## src/rtl/fpadd_sp_arbiter_if.sv

```systemverilog
// fpadd_sp_arbiter_if: requester, response and adder-side signals of the shared-adder arbiter.
interface fpadd_sp_arbiter_if #(parameter int NUM_REQ = 4);
  logic [NUM_REQ-1:0]       req_valid;
  logic [NUM_REQ-1:0]       req_ready;
  logic [NUM_REQ-1:0][33:0] req_x;
  logic [NUM_REQ-1:0][33:0] req_y;
  logic [NUM_REQ-1:0]       rsp_valid;
  logic [NUM_REQ-1:0]       rsp_ready;
  logic [33:0]              rsp_r;
  logic                     add_ce;
  logic [33:0]              add_x;
  logic [33:0]              add_y;
  logic [33:0]              add_r;
  logic [2:0]               occupancy;
  modport master (
    output req_valid, req_x, req_y, rsp_ready, add_r,
    input  req_ready, rsp_valid, rsp_r, add_ce, add_x, add_y, occupancy
  );
  modport slave (
    input  req_valid, req_x, req_y, rsp_ready, add_r,
    output req_ready, rsp_valid, rsp_r, add_ce, add_x, add_y, occupancy
  );
endinterface

```

## src/rtl/fpadd_sp_arbiter.sv

```systemverilog
// fpadd_sp_arbiter: round-robin sharing of one pipelined FloPoCo adder with tag-routed results.
// Define FPADD_SP_ARBITER_STATS_EN to add per-requester issue and stall counters.
module fpadd_sp_arbiter #(
  parameter  int NUM_REQ    = 4,
  parameter  int NUM_STAGES = 2,
  localparam int ID_W       = $clog2(NUM_REQ)
) (
  input logic               clk,
  input logic               rst_n,
  fpadd_sp_arbiter_if.slave bus
`ifdef FPADD_SP_ARBITER_STATS_EN
  ,
  output logic [NUM_REQ-1:0][31:0] stat_issued,
  output logic [31:0]              stat_stall
`endif
);
  localparam int T = NUM_STAGES - 1;
  if (NUM_STAGES < 1 || NUM_STAGES > 6) begin : g_bad_stages
    $error("fpadd_sp_arbiter: NUM_STAGES must be 1..6");
  end
  if (NUM_REQ < 2 || NUM_REQ > 8) begin : g_bad_req
    $error("fpadd_sp_arbiter: NUM_REQ must be 2..8");
  end
  logic [NUM_STAGES-1:0] vld_q;
  logic [ID_W-1:0]       id_q [NUM_STAGES];
  logic [ID_W-1:0]       rr_q;
  logic [2:0]            occ_q;
  logic [ID_W-1:0]       g;
  logic [ID_W-1:0]       c;
  logic                  hit;
  logic                  ce;
  logic                  issue;
  logic                  retire;
  // Scan from the highest offset down so the last match is the first hit after rr_q.
  always_comb begin
    hit = 1'b0;
    g   = '0;
    c   = '0;
    for (int k = NUM_REQ - 1; k >= 0; k--) begin
      c = ID_W'((int'(rr_q) + k) % NUM_REQ);
      if (bus.req_valid[c]) begin
        hit = 1'b1;
        g   = c;
      end
    end
    ce     = !(vld_q[T] && !bus.rsp_ready[id_q[T]]);
    issue  = ce && hit;
    retire = vld_q[T] && bus.rsp_ready[id_q[T]];
  end
  assign bus.add_ce    = ce;
  assign bus.req_ready = issue ? (NUM_REQ'(1) << g) : '0;
  assign bus.add_x     = issue ? bus.req_x[g] : '0;
  assign bus.add_y     = issue ? bus.req_y[g] : '0;
  assign bus.rsp_valid = vld_q[T] ? (NUM_REQ'(1) << id_q[T]) : '0;
  assign bus.rsp_r     = bus.add_r;
  assign bus.occupancy = occ_q;
  always_ff @(posedge clk or negedge rst_n) begin
    if (!rst_n) begin
      vld_q <= '0;
      rr_q  <= '0;
      occ_q <= '0;
    end else if (ce) begin
      vld_q[0] <= issue;
      for (int s = 1; s < NUM_STAGES; s++) vld_q[s] <= vld_q[s-1];
      if (issue) rr_q <= (g == ID_W'(NUM_REQ - 1)) ? '0 : g + 1'b1;
      occ_q <= occ_q + 3'(issue) - 3'(retire);
    end
  end
  // Ids need no reset: they are only observed through a set vld bit.
  always_ff @(posedge clk) begin
    if (ce) begin
      id_q[0] <= g;
      for (int s = 1; s < NUM_STAGES; s++) id_q[s] <= id_q[s-1];
    end
  end
`ifdef FPADD_SP_ARBITER_STATS_EN
  logic [NUM_REQ-1:0][31:0] iss_q;
  logic [31:0]              stall_q;
  always_ff @(posedge clk or negedge rst_n) begin
    if (!rst_n) begin
      iss_q   <= '0;
      stall_q <= '0;
    end else begin
      if (issue) iss_q[g] <= iss_q[g] + 32'd1;
      if (!ce) stall_q <= stall_q + 32'd1;
    end
  end
  assign stat_issued = iss_q;
  assign stat_stall  = stall_q;
`endif
endmodule

```

## src/flat_wrapper.sv

```systemverilog
// flat-port wrapper written by rule: the top's interface ports become plain ports
module fpadd_sp_arbiter_flat 
#(
  parameter  int NUM_REQ    = 4,
  parameter  int NUM_STAGES = 2,
  localparam int ID_W       = $clog2(NUM_REQ)
)
  (clk, rst_n, bus_req_valid, bus_req_x, bus_req_y, bus_rsp_ready, bus_add_r, bus_req_ready, bus_rsp_valid, bus_rsp_r, bus_add_ce, bus_add_x, bus_add_y, bus_occupancy);
  fpadd_sp_arbiter_if #(.NUM_REQ(NUM_REQ)) bus_i ();
  input logic clk;
  input logic rst_n;
  input wire logic [$bits(bus_i.req_valid)-1:0] bus_req_valid;
  input wire logic [$bits(bus_i.req_x)-1:0] bus_req_x;
  input wire logic [$bits(bus_i.req_y)-1:0] bus_req_y;
  input wire logic [$bits(bus_i.rsp_ready)-1:0] bus_rsp_ready;
  input wire logic [$bits(bus_i.add_r)-1:0] bus_add_r;
  output wire logic [$bits(bus_i.req_ready)-1:0] bus_req_ready;
  output wire logic [$bits(bus_i.rsp_valid)-1:0] bus_rsp_valid;
  output wire logic [$bits(bus_i.rsp_r)-1:0] bus_rsp_r;
  output wire logic [$bits(bus_i.add_ce)-1:0] bus_add_ce;
  output wire logic [$bits(bus_i.add_x)-1:0] bus_add_x;
  output wire logic [$bits(bus_i.add_y)-1:0] bus_add_y;
  output wire logic [$bits(bus_i.occupancy)-1:0] bus_occupancy;
  assign bus_i.req_valid = bus_req_valid;
  assign bus_i.req_x = bus_req_x;
  assign bus_i.req_y = bus_req_y;
  assign bus_i.rsp_ready = bus_rsp_ready;
  assign bus_i.add_r = bus_add_r;
  assign bus_req_ready = bus_i.req_ready;
  assign bus_rsp_valid = bus_i.rsp_valid;
  assign bus_rsp_r = bus_i.rsp_r;
  assign bus_add_ce = bus_i.add_ce;
  assign bus_add_x = bus_i.add_x;
  assign bus_add_y = bus_i.add_y;
  assign bus_occupancy = bus_i.occupancy;
  fpadd_sp_arbiter #(.NUM_REQ(NUM_REQ), .NUM_STAGES(NUM_STAGES)) u_core (.clk(clk), .rst_n(rst_n), .bus(bus_i));
endmodule
```

## config.mk

```make
export PLATFORM = sky130hd
export DESIGN_NAME = fpadd_sp_arbiter_flat
export DESIGN_NICKNAME = d
export VERILOG_FILES = /design/src/rtl/fpadd_sp_arbiter_if.sv /design/src/rtl/fpadd_sp_arbiter.sv /design/src/flat_wrapper.sv
export SDC_FILE = /design/constraint.sdc
export NUM_CORES = 1
export LEC_CHECK = 0
export CAP_MARGIN = 15
export CORE_AREA = 4 4 166 168
export CTS_CLUSTER_SIZE = 40
export DETAILED_ROUTE_END_ITERATION = 6
export DIE_AREA = 0 0 170 172
export GPL_ROUTABILITY_DRIVEN = 0
export PLACE_DENSITY = 0.56
export SYNTH_ARGS = -nofsm -noshare
export SYNTH_HDL_FRONTEND = slang
export SYNTH_SLANG_ARGS = --single-unit
```

## constraint.sdc

```tcl
create_clock -name clk -period 6.25 [get_ports clk]
set_input_delay 0.9375 -clock clk [delete_from_list [all_inputs] [get_ports clk]]
set_output_delay 0.9375 -clock clk [all_outputs]
set_load 0.05 [all_outputs]
```

==> summary.txt <==
Clocking
  • TritonCTS buffer count: 3
  • CTS H-tree lvls: 1
  • Clk root buf: clkbuf_16
  • Clk Latency, worst-skew pair: ~0.24 ns
  • Clock-pin slew on the worst setup and hold paths: about 0.04 ns
  • Max Root-Sink Buffers: 2
  • # resized after CTS: 0
  • Sink Count: 11
  • Hold_buf cts: 0
  • Setup bufs post-CTS: 0
  • CTS tree: done

Synth
  • Largest family of logic cells by synthesized area: multiplexers
  • Sequential share of the synthesized area: about a tenth
  • Post-synthesis instance area: just over 0.003 sq mm
  • Seq cells post-synth: 11
  • Proportion of synthesized area in mux cells: between 40% and 50%
  • Net count after synthesis: 659
  • EDFF count, synth: 4
  • Synth cell types: 35
  • FFs w/ async S/R, synth: 63.6%
  • Syn. warnings: 0
  • Mean Syn Cell Area: between 9 and 10 sq um
  • Xor-xnor portion of the synthesized cell area: 0.577%
  • Simple-gate area share of the yosys netlist: about 4.6%
  • Synthesized instance count: 336
  • Compound-cell area share of the yosys netlist: between 20% and 30%
  • Prevailing post-synth register cell: dfrtp_1
  • Adder-Cell Fraction of Synth Area: 3.13%

Place
  • Placed Area: 0.00679 sq mm
  • Port-buffer cells: around 360
  • Hpwl dp: ~14000 um

Routing
  • DRC: 0
  • Wirelength per Cell: 17.2 um
  • Starting DRT DRC Count: 57
  • Via density: ~3.9
  • Pre-antenna DRT Iters: 4
  • Post-route ant nets: 0
  • Routed WL: about 17000 um
  • DR vias: between 3000 and 4000

Critical path
  • Setup crit start kind: input pin
  • Crit path DAT: between 4 and 5 ns
  • Crit-path max FO: between 60 and 70
  • Crit. End Element: primary output
  • CP Class: in2out
  • Critical path required time: 5.31 ns

Final layout
  • Fin nets: between 900 and 1000
  • Final Instance Area: approximately 0.0069 sq mm
  • Post-Route Utilization: 26.5%
  • Ant diodes: 0
  • Layout cells sized above 1: around 6.2%
  • Layout area overhead: 126%

Pwr
  • Max VDD drop: 327 uV
  • Cell Pwr Density: ~510 mW/mm^2
  • Leakage: 2.86 nW
  • Overall power: 3.47 mW

Global routing
  • Initial antenna violation count: 0
  • Largest net degree at the start of global routing: 69
  • GR Overflow Total: 0
  • First-pass GRT wire length: around 23000 um
  • Tot GR Track Use: 10.1%
  • Vias in the first global route: between 3000 and 4000

Die
  • Core ar.: between 0.02 and 0.03 sq mm
  • Row count: slightly below 60
  • Ports: between 400 and 500
  • Die width: ~170 um
  • Initial Util: 11.7%
  • Die Y-Extent: between 150 and 200 um
  • Total die area: slightly below 0.03 sq mm

Timing
  • Worst-margin pin slew: roughly 1 ns
  • Top achievable clock speed: 199 MHz
  • Fin Setup TNS: 0 ns
  • Final hold violation count: 0
  • Tmin final: a little over 5 ns
  • RSZ-0062 raised after global routing: no
  • Final setup skew: a little over 0.003 ns
  • Final setup vio count: 0
  • Relative slew slack: ~33%
  • Period utilization: roughly four fifths
  • Slew Viols, Final: 0

Worst hold path
  • Class of the worst hold path: reg2reg

Status
  • Status: complete, no violations

Flow run
  • Max_cap viols: 0
## critical path: stages
cell and delay, ns:
clkdlybuf4s50_1 0.48, nor2b_1 0.18, a221oi_1 0.55, or4_4 0.90
o22ai_1 0.23, clkdlybuf4s50_1 0.78
## where the power goes
group	total [mW]	switching, mW	internal [mW]
clock network	0.118	0.0333	0.0848
logic	3.20	2.00	1.20
registers	0.155	0.0310	0.124
total	3.47	2.07	1.41
## path summary, 6_finish.rpt
check                                        from                      end  slack [ns]  cells past startpoint
max in group asynchronous                   rst_n           u_core.rr_q[0]        5.02                      1
worst min-delay path            u_core.id_q[0][1]        u_core.id_q[0][3]        0.42                      0
worst max-delay path             bus_req_valid[2]            bus_add_y[30]        1.22                      6
min in group asynchronous                   rst_n           u_core.rr_q[1]        0.97                      1
worst min register to register  u_core.id_q[0][1]        u_core.id_q[0][3]        0.42                      0
worst max register to register  u_core.id_q[0][3]  u_core.bus.occupancy[2]        3.67                      8
## through the flow
step	cells	setup WS (ns)	hold slack [ns]
after floorplan	336	2.40	0.400
after global placement	975	1.21	0.404
after detailed placement	975	1.18	0.405
after CTS	979	1.16	0.416
after global routing	979	1.05	0.428
final	979	1.22	0.416
## cell usage after synthesis (all sizes together), types with 3 or more instances
cell,count,area [sq um]
buf,54,374
inv,9,33.8
o22ai,69,557
nor2b,3,18.8
mux2i,138,1380
and2,6,37.5
edfxtp,4,120
mux2,3,33.8
dfrtp,7,175
nand2,4,15.0
ha,6,75.1
clkbuf,10,37.5
## area by class of cell
class / count / area [sq um]
Fill cell: 2766 / 19000
Timing Repair Buffer: 368 / 3720
Multi-Input combinational cell: 252 / 2330
Tap cell: 335 / 419
Sequential cell: 11 / 295
Clock buffer: 3 / 75.1
Inverter: 9 / 33.8
Clock inverter: 1 / 5.00
## routing by layer
metal / track usage, % / part of all wire (%)
met1: 11.9 / 38
met2: 18.1 / 51
met3: 3.75 / 9.9
met4: 1.60 / 1.3
met5: 0 / 0
## placed cells by master, fill, tap and decap left out, drive strengths merged, types with 3 or more instances in the layout
| cell | Yosys | final |
|---|---|---|
| ha | 6 | 6 |
| and2 | 6 | 6 |
| dfrtp | 7 | 7 |
| o22ai | 69 | 69 |
| clkbuf | 10 | 3 |
| nand2 | 4 | 4 |
| mux2 | 3 | 3 |
| mux2i | 138 | 138 |
| buf | 54 | 7 |
| clkdlybuf4s50 | 0 | 361 |
| inv | 9 | 9 |
| edfxtp | 4 | 4 |
| nor2b | 3 | 3 |
## logic make-up (layout without fill, tap and decap cells)
group	count (synthesis)	in the layout
compound gates	78	78
mux	141	141
fa+ha+maj	7	7
flops	11	11
buf+inv	73	381
xor+xnor	2	2
simple gates	24	24
## flip-flops by register name, indices dropped and copies added (netlist names)
name	count
u_core.rr_q	2
u_core.vld_q	2
u_core.id_q	4
u_core.bus.occupancy	3
(Power assumes the default switching activity.)
